### config.mk
export PLATFORM = sky130hd
export DESIGN_NAME = noise_gate
export DESIGN_NICKNAME = d
export VERILOG_FILES = /design/src/rtl/noise_gate.sv
export SDC_FILE = /design/constraint.sdc
export NUM_CORES = 1
export LEC_CHECK = 0
export CAP_MARGIN = 20
export CELL_PAD_IN_SITES_DETAIL_PLACEMENT = 0
export CELL_PAD_IN_SITES_GLOBAL_PLACEMENT = 2
export CORE_AREA = 2 2 129 257
export DETAILED_ROUTE_END_ITERATION = 8
export DIE_AREA = 0 0 131 259
export PLACE_DENSITY_LB_ADDON = 0.1
export SYNTH_ARGS = -nofsm -noshare
export SYNTH_HDL_FRONTEND = slang
export SYNTH_SLANG_ARGS = --single-unit
### constraint.sdc
create_clock -name clk -period 6.9 [get_ports clk]
set_input_delay 1.38 -clock clk [delete_from_list [all_inputs] [get_ports clk]]
set_output_delay 1.38 -clock clk [all_outputs]
set_load 0.005 [all_outputs]
### src/rtl/noise_gate.sv
// ---------------------------------------------------------------------------
// noise_gate
//
// Purpose:
//    Dynamics stage placed after the tone filter. It tracks a smoothed
//    amplitude envelope of the trumpet signal and drives a gain ramp through
//    a hysteresis state machine (CLOSED -> ATTACK -> OPEN -> HOLD -> RELEASE).
//    Breath and valve noise between phrases is muted, while played notes pass
//    at unity gain.
//
// Ports:
//    clk         system clock
//    rst_n       synchronous active-low reset, sampled on the rising clk edge
//    enable      1 = gate active, 0 = bypass (gate internals frozen)
//    in_valid    in_sample carries a new sample this cycle
//    in_sample   signed 16-bit sample from the tone filter
//    out_sample  signed 16-bit gated sample
//    out_valid   out_sample updated this cycle
//    gate_state  CLOSED=0, ATTACK=1, OPEN=2, HOLD=3, RELEASE=4
//    gate_open   high in ATTACK, OPEN and HOLD
//
// Configuration:
//    GATE_FLOOR_EN  when defined, the closed gain is FLOOR_GAIN instead of 0,
//                   so some residual room sound passes while the gate is shut.
//
// Gain is unsigned Q1.15 in the range 0..32768, where 32768 is unity.
// ---------------------------------------------------------------------------
module noise_gate #(
   parameter int THRESH_OPEN  = 1024,
   parameter int THRESH_CLOSE = 512,
   parameter int ENV_SHIFT    = 4,
   parameter int HOLD_SAMPLES = 256,
   parameter int ATTACK_STEP  = 4096,
   parameter int RELEASE_STEP = 128,
   parameter int FLOOR_GAIN   = 1024
) (
   input  logic               clk,
   input  logic               rst_n,
   input  logic               enable,
   input  logic               in_valid,
   input  logic signed [15:0] in_sample,
   output logic signed [15:0] out_sample,
   output logic               out_valid,
   output logic [2:0]         gate_state,
   output logic               gate_open
);

   typedef enum logic [2:0] {
      CLOSED  = 3'd0,
      ATTACK  = 3'd1,
      OPEN    = 3'd2,
      HOLD    = 3'd3,
      RELEASE = 3'd4
   } state_t;

   // The floor selection is a constant so FLOOR_GAIN stays referenced in
   // both builds; only the macro decides whether it takes effect.
`ifdef GATE_FLOOR_EN
   localparam bit FLOOR_SEL = 1'b1;
`else
   localparam bit FLOOR_SEL = 1'b0;
`endif

   localparam logic [15:0] CLOSED_GAIN  = FLOOR_SEL ? 16'(FLOOR_GAIN) : 16'd0;
   localparam logic [15:0] UNITY_GAIN   = 16'h8000;
   localparam logic [16:0] UNITY_WIDE   = 17'h08000;
   localparam logic [16:0] ATTACK_INC   = 17'(ATTACK_STEP);
   localparam logic [15:0] RELEASE_DEC  = 16'(RELEASE_STEP);
   localparam logic [16:0] RELEASE_LIM  = {1'b0, CLOSED_GAIN} + 17'(RELEASE_STEP);
   localparam logic [16:0] OPEN_LEVEL   = 17'(THRESH_OPEN);
   localparam logic [16:0] CLOSE_LEVEL  = 17'(THRESH_CLOSE);
   localparam logic [15:0] HOLD_RELOAD  = 16'(HOLD_SAMPLES - 1);
   localparam logic signed [15:0] MOST_NEGATIVE = 16'sh8000;

   state_t             state_q;
   state_t             state_n;
   logic [16:0]        env_q;
   logic [16:0]        env_n;
   logic [15:0]        gain_q;
   logic [15:0]        gain_n;
   logic [15:0]        hold_q;
   logic [15:0]        hold_n;

   logic               accept;
   logic signed [16:0] sample_ext;
   logic [16:0]        mag;
   logic signed [16:0] env_diff;
   logic signed [16:0] env_step;
   logic signed [16:0] env_sum;
   logic [16:0]        gain_up;
   logic signed [32:0] sample_wide;
   logic signed [32:0] gain_wide;
   logic signed [15:0] gated;
   logic               open_n;

   assign accept     = enable && in_valid;
   assign gate_state = state_q;

   // Magnitude and envelope tracking. The magnitude is taken in 17 bits so
   // that -32768 can be clamped to 32767, keeping the envelope in 0..32767.
   // The arithmetic shift floors toward minus infinity, which lets a decaying
   // envelope reach 0 and never lets a rising one overshoot the magnitude.
   always_comb begin
      sample_ext = {in_sample[15], in_sample};
      if (in_sample == MOST_NEGATIVE) begin
         mag = 17'd32767;
      end else if (in_sample[15]) begin
         mag = 17'(-sample_ext);
      end else begin
         mag = 17'(sample_ext);
      end
      env_diff = $signed(mag) - $signed(env_q);
      env_step = env_diff >>> ENV_SHIFT;
      env_sum  = $signed(env_q) + env_step;
   end

   // Gain multiply. Both operands are widened to the 33-bit product width;
   // the gain is zero-extended so 32768 stays positive and unity reproduces
   // the input bit-exactly after the Q1.15 shift.
   always_comb begin
      sample_wide = {{17{in_sample[15]}}, in_sample};
      gain_wide   = {17'd0, gain_q};
      gated       = 16'((sample_wide * gain_wide) >>> 15);
   end

   // Next-state logic. Transitions only happen on accepted samples and use
   // the envelope as it was before this sample's update. In HOLD a reopen
   // takes priority over the counter running out, and RELEASE hands its
   // current gain straight back to ATTACK so a reopen has no gain dip.
   always_comb begin
      state_n = state_q;
      env_n   = env_q;
      gain_n  = gain_q;
      hold_n  = hold_q;
      gain_up = {1'b0, gain_q} + ATTACK_INC;
      if (accept) begin
         env_n = 17'(env_sum);
         case (state_q)
            CLOSED: begin
               if (env_q >= OPEN_LEVEL) begin
                  state_n = ATTACK;
               end
            end
            ATTACK: begin
               if (gain_up >= UNITY_WIDE) begin
                  gain_n  = UNITY_GAIN;
                  state_n = OPEN;
               end else begin
                  gain_n = gain_up[15:0];
               end
            end
            OPEN: begin
               if (env_q < CLOSE_LEVEL) begin
                  state_n = HOLD;
                  hold_n  = HOLD_RELOAD;
               end
            end
            HOLD: begin
               if (env_q >= OPEN_LEVEL) begin
                  state_n = OPEN;
               end else if (hold_q == 16'd0) begin
                  state_n = RELEASE;
               end else begin
                  hold_n = hold_q - 16'd1;
               end
            end
            RELEASE: begin
               if (env_q >= OPEN_LEVEL) begin
                  state_n = ATTACK;
               end else if ({1'b0, gain_q} > RELEASE_LIM) begin
                  gain_n = gain_q - RELEASE_DEC;
               end else begin
                  gain_n  = CLOSED_GAIN;
                  state_n = CLOSED;
               end
            end
            default: begin
               state_n = CLOSED;
               gain_n  = CLOSED_GAIN;
            end
         endcase
      end
      open_n = (state_n == ATTACK) || (state_n == OPEN) || (state_n == HOLD);
   end

   // Gate state registers. Reset wins over everything, including a ramp or
   // hold in progress.
   always_ff @(posedge clk) begin
      if (!rst_n) begin
         state_q   <= CLOSED;
         env_q     <= 17'd0;
         gain_q    <= CLOSED_GAIN;
         hold_q    <= 16'd0;
         gate_open <= 1'b0;
      end else begin
         state_q   <= state_n;
         env_q     <= env_n;
         gain_q    <= gain_n;
         hold_q    <= hold_n;
         gate_open <= open_n;
      end
   end

   // Output register. In bypass the input is passed through with one cycle
   // of latency, valid or not. While enabled, the output uses the gain from
   // before this edge and out_sample holds between accepted samples.
   always_ff @(posedge clk) begin
      if (!rst_n) begin
         out_sample <= 16'sd0;
         out_valid  <= 1'b0;
      end else if (!enable) begin
         out_sample <= in_sample;
         out_valid  <= in_valid;
      end else if (in_valid) begin
         out_sample <= gated;
         out_valid  <= 1'b1;
      end else begin
         out_valid  <= 1'b0;
      end
   end

endmodule

==> qor.yml, run 1 <==
drive_above_1_share_pct: 16.2
tightest_slew_ps: 798
io_pins: 41
r2r_slack_ps: 560
grtUsageMet1_pct: 19.7
cp_cell_sequence: "buf_6, buf_6, buf_6, nand2_4, fa_1, fa_1, fa_1, inv_2, fa_1, fa_1, inv_2, fa_1, inv_2, ha_4, a211o_1, o21bai_4, a211oi_2, buf_4, a211oi_4, o31a_1, buf_4, or3_1, a31oi_1, a21oi_1"
status: "finished, final reports clean"
drtPass1Iterations: 4
crit_fanout: 3
fin_crit_sh_pct: 99.6
antenna_found_initial: 2
hold_violations: 0
n_antenna_cell: 0
syn2layout_area_growth_pct: 24.5
placementRows: 93
wl_per_cell_um: 17.4
grt_pass1_wl_um: 54800
top_usage_layer: "met2"
cts_tree: "built"
cp-end-kind: "flop"
cts.path.max_buffers: 2
seq_area_frac_synth_pct: 11.1
place.gp.congestion: 0.824
cts-root-buf: "clkbuf_16"
hold_class: "reg -> reg"
die_x_um: 131
ant_nets: 0
start_kind: "input port"
crit_type: "in -> reg"
p_total_mw: 5.08
crit_top_cell: "fa_1"
clock_skew_ps: 8.85
r2r_start: "gain_q[10]"
grt_usage_pct: 21.6
drc: 0
clk_latency_ps: 360
viasPerCell: 4.78
core-area_mm2: 0.0320
cp_num_buf_inv: 8
stdcell_count: 2009
critPathRequiredTime_ps: 7130
synth-seq-cells: 63
drt_iter0_drc: 236
avgSynthCellArea_um2: 8.47
postSynth.asyncResetShare_pct: 0
dp.cells: 1976
synth_edf_count: 0
worstPathArrival_ps: 7110
path_delay_family: "adder cells"
fillCellCount: 3342
cp.depth: 24
path_clk_slew_ps: 60
synth_warnings: 0
fp.dieH_um: 259
numCtsBuffers: 9
synth_cell_types: 75
place_area_mm2: 0.0136
grt_pass1_vias: 10300
yosys_most_used_dff: "dfxtp_1"
final_area_mm2: 0.0142
fin_nets: 1896
grt-ovfl-total: 0
syn_area_mm2: 0.0114
met2_usage_pct: 45.1
cap_violations: 0
syn-instance-count: 1346
cpPeakStageDelay_ps: 560
r2r_cells: 22
start_util_pct: 35.6
crit_end: "out_sample[12]"
vdd_ir_drop_max_mv: 0.306
h-tree-depth: 3
finalCriticalPeriod_ps: 6870
gr-usage-met3_pct: 2.31
port_buffers: 40
maxSlewHeadroom_pct: 46.2
powerDensity_mw_per_mm2: 358
leakage_nw: 6.94
drv_slew: 0
critPathSlowestCell: "fa_1"
crit_start: "in_sample[2]"
wl_um: 35000
max_freq_mhz: 146
grt_max_degree: 40
rsz0062_at_grt: "yes"
r2r-end: "out_sample[12]"
clkSinkCount: 63
cts_hold_buf: 0
dp_hpwl_um: 29800
finalSetupTns_ps: 0
setup_violations: 0
die_area_mm2: 0.0339
vias: 9607
-- where the power goes --
part	internal [mW]	switching [mW]	leakage, nW
Combinational	2.04	2.07	6.29
Clock	0.247	0.206	0.136
Sequential	0.436	0.0773	0.515
-- stage by stage --
step	utilization [%]	setup slack (ps)	hold WS (ps)
floorplan	-	-48.4	461
global placement	42.5	-850	477
detailed placement	42.5	-873	476
CTS	43.9	-24.0	484
global route	44.4	-192	508
finish	44.4	27.8	485
-- placed cells by master (no fill, tap or decap), types with 7 or more instances in the layout --
cell	n
o211a_1	7
nand4_1	7
fa_1	152
clkbuf_16	9
buf_6	7
conb_1	64
a21oi_1	44
nor2_1	65
dfxtp_1	63
xor2_1	26
inv_1	236
a21boi_1	11
nand2b_1	10
o211ai_1	8
buf_4	166
xnor2_1	35
a31oi_1	9
and2_1	61
o21ai_1	21
or3_1	14
ha_1	141
a21o_1	17
and3_1	7
o21a_1	10
nor2b_1	8
o21ai_0	30
nand3_1	18
nand2_1	138
nor3_1	18
clkdlybuf4s50_1	28
a211oi_1	8
-- flip-flops by register name (all words and copies together), names as in the netlist --
register and flops:
gate_open 1, hold_q 16, out_sample 16, out_valid 1
gate_state 3, env_q 17, gain_q 9
-- cell usage after synthesis (all sizes together), types with 9 or more instances --
| library cell | n | area [µm²] |
|---|---|---|
| inv | 243 | 912 |
| a211oi | 12 | 95.1 |
| o21a | 10 | 75.1 |
| a21boi | 14 | 105 |
| nor4 | 10 | 103 |
| nor3 | 20 | 105 |
| a21oi | 46 | 230 |
| and2 | 65 | 407 |
| nand2b | 10 | 62.6 |
| ha | 146 | 1830 |
| xnor2 | 37 | 324 |
| fa | 153 | 3060 |
| o21ai | 53 | 265 |
| clkbuf | 52 | 195 |
| dfxtp | 63 | 1260 |
| or3 | 14 | 87.6 |
| nand3 | 20 | 118 |
| nor2 | 65 | 244 |
| a31oi | 9 | 56.3 |
| nand2 | 140 | 526 |
| xor2 | 26 | 228 |
| a21o | 17 | 128 |
-- cell type report --
type | count | area (µm²) | area share [%]
Multi-Input combinational cell | 1045 | 9480 | 66.8
Timing Repair Buffer | 214 | 1720 | 12.1
Sequential cell | 63 | 1260 | 8.88
Inverter | 244 | 921 | 6.49
Tap cell | 427 | 534 | 3.76
Clock buffer | 9 | 225 | 1.59
Clock inverter | 7 | 56.3 | 0.397
-- worst reg2reg max path, stage by stage, from the launching register on --
cell	delay, ps
dfxtp_1	530
buf_4	280
nand2_1	100
fa_1	560
fa_1	440
fa_1	510
inv_1	50
fa_1	470
fa_1	550
inv_1	50
fa_1	520
inv_2	50
ha_4	150
a211o_1	290
o21bai_4	200
a211oi_2	180
buf_4	160
a211oi_4	70
o31a_1	320
buf_4	140
or3_1	330
a31oi_1	170
a21oi_1	80
-- cell families after synthesis --
group | synth area share, %
other cells | 0.0659
mux | 0.724
compound gates | 13.1
xor+xnor | 4.84
buf+inv | 9.89
fa+ha+maj | 42.9
simple gates | 17.4
flops | 11.1
-- worst min-delay path by stage --
stage                        start        endpoint  slack (ps)  cells after the start
global route        out_sample[15]  out_sample[15]         510                      2
global placement    out_sample[15]  out_sample[15]         480                      2
detailed placement  out_sample[15]  out_sample[15]         480                      2
finish              out_sample[15]  out_sample[15]         480                      2
floorplan                 env_q[0]        env_q[0]         460                      2
CTS                 out_sample[15]  out_sample[15]         480                      2
-- metal layers --
layer | vias up | wire (µm) | share of wire [%]
met4 | 4 | 1740 | 5.0
met2 | 84 | 21100 | 60
li1 | 4735 | - | -
met1 | 4723 | 11500 | 33
met3 | 61 | 538 | 1.5
met5 | - | 25 | 0.072
-- what timing repair did --
action / 4_1_cts / 5_1_grt
buffers inserted: 8 / 9
resized for setup: 37 / 40
setup endpoints to repair: 18 / 23
pin swaps: 21 / 38
Note: power is estimated with default switching activity, not from simulation.
==> inputs of run 2 (changes only) <==
CORE_AREA = 10 10 137 265   (was 2 2 129 257)
DIE_AREA = 0 0 147 275   (was 0 0 131 259)
==> run 2 against run 1 <==
Net effect:
- setup slack worse by 4.7 ps
- clock-buffer cell count unchanged
- routed wire length up 2.6%
- sequential share of layout area down 0.12 points
- largest cell class unchanged
- hold slack better by 12 ps
- via count up 1.1%
- register-to-register slack worse by 30 ps
- flip-flop and latch count unchanged
- clock power up 0.9%
- clock skew about the same
==> qor.yml, run 2 (synthesized netlist as in run 1, its figures left out) <==
cts.path.max_buffers: 2
core-area_mm2: 0.0320
largest_register: "env_q"
port_buffers: 40
wirelength_met1_um: 11400
crit_end: "out_sample[12]"
rsz0062_at_grt: "yes"
wl_um: 35900
clk_latency_ps: 370
crit_fanout: 4
r2r_cells: 21
path_clk_slew_ps: 60
drt_iter0_drc: 279
wl_per_cell_um: 17.8
ant_nets: 0
worstPathArrival_ps: 7110
drive_above_1_share_pct: 17.7
layout_commonest_cell: "inv_1"
pre_cts_slack_ps: -984
dp_hpwl_um: 30500
p_total_mw: 5.23
tightest_slew_ps: 783
cts-root-buf: "clkbuf_16"
placementRows: 93
fin_crit_sh_pct: 99.7
grt_pass1_wl_um: 56300
h-tree-depth: 3
final_cell_mix: "inv_1 (233), buf_4 (171), fa_1 (151)"
start_kind: "input port"
cts_tree: "built"
drv_slew: 0
syn2layout_area_growth_pct: 26.1
start_util_pct: 35.6
numCtsBuffers: 9
drtPass1Iterations: 4
met3_length_um: 788
cap_violations: 0
fp.dieH_um: 275
viasPerCell: 4.81
drc: 0
crit_start: "in_sample[1]"
critPathRequiredTime_ps: 7130
stdcell_count: 2018
leakage_nw: 7.00
grt-ovfl-total: 0
r2r_start: "gain_q[10]"
register_area_mm2: 0.00126
powerDensity_mw_per_mm2: 364
largest_register_ffs: 17
io_pins: 41
highest_layer: "met5"
hold_violations: 0
finalCriticalPeriod_ps: 6880
r2r-end: "out_sample[12]"
fillCellCount: 3287
r2r_slack_ps: 530
wl_met2_um: 21700
clock_skew_ps: 9.31
status: "finished, final reports clean"
cp-end-kind: "flop"
vias: 9712
die_x_um: 147
maxSlewHeadroom_pct: 47.3
finish.utilization_pct: 45.0
crit_type: "in -> reg"
whs_ps: 496
grt_usage_pct: 18.2
dp.cells: 1985
grt_pass1_vias: 10500
antenna_found_initial: 3
vdd_ir_drop_max_mv: 0.256
max_freq_mhz: 145
setup_ws_ps: 23.1
multiInputGateArea_mm2: 0.00959
grt_max_degree: 40
place.gp.congestion: 0.850
reg_top3: "env_q x17, hold_q x16, out_sample x16"
clkSinkCount: 63
hold_class: "reg -> reg"
die_area_mm2: 0.0404
setup_violations: 0
fin_nets: 1904
run 2: cell count changes in the layout (fill, tap and decap cells not counted), moves of 3 or more:
cell,previous run,this run
ha_1,141,136
clkdlybuf4s50_1,28,25
nand2_1,138,134
dlygate4sd2_1,1,6
buf_4,166,171
inv_1,236,233
ha_4,5,9
inv_2,5,10
nand2_2,1,4
run 2: area by class of cell:
class | count | share of cell area (%)
sequential | 63 | 8.77
clock buffer | 9 | 1.57
inverter | 244 | 6.37
antenna | 1 | 0.0174
timing repair buffer | 222 | 12.5
tap | 427 | 3.71
clock inverter | 7 | 0.383
multi-input combinational | 1045 | 66.6
run 2: stage by stage:
step / area (µm²) / TNS (ps)
after global routing: 14400 / -687
after detailed placement: 13700 / -13220
after CTS: 14200 / 0
after global placement: 13700 / -12750
after floorplan: 11700 / -48.4
final: 14400 / 0
run 2: power by group:
group,internal (mW),leakage (nW),switching (mW)
combinational,2.12,6.36,2.14
clock,0.247,0.133,0.210
sequential,0.436,0.515,0.0777
total,2.80,7.00,2.43
run 2: critical path, stage by stage:
cell,delay (ps)
dlygate4sd2_1,250
buf_6,130
buf_4,150
nand2_1,80
fa_1,430
fa_2,530
inv_1,50
fa_1,460
fa_2,400
fa_1,510
inv_1,50
fa_1,530
inv_1,60
ha_4,230
a211oi_4,280
o21ai_2,110
a211oi_4,330
a211oi_4,120
o31a_1,320
buf_4,140
or3_1,300
a31oi_1,170
a21oi_1,80
run 2: worst min path at each step:
stage,from,end,slack (ps),cells after the start
after global placement,out_sample[15],out_sample[15],480,2
final,out_sample[15],out_sample[15],500,2
after CTS,out_sample[15],out_sample[15],500,2
after floorplan,env_q[0],env_q[0],460,2
after global routing,out_sample[15],out_sample[15],500,2
after detailed placement,out_sample[15],out_sample[15],490,2
run 2: per-layer routing:
layer / vias up / global-route usage [%]
met5: - / 0
met4: 6 / 10.3
met3: 63 / 2.50
met2: 111 / 38.1
met1: 4785 / 15.5
li1: 4747 / -
run 2: repair_timing:
item | CTS | global route
hold buffers | 0 | 0
gates resized for setup | 56 | 47
setup endpoints to repair | 19 | 15
pin swaps | 35 | 39
setup buffers | 11 | 5
==> inputs of run 3 (changes only) <==
CORE_AREA = 2 2 129 257   (was 10 10 137 265)
DIE_AREA = 0 0 131 259   (was 0 0 147 275)
==> results of run 3 <==
Same layout as run 1: the final DEF is identical, and so are final timing and power.
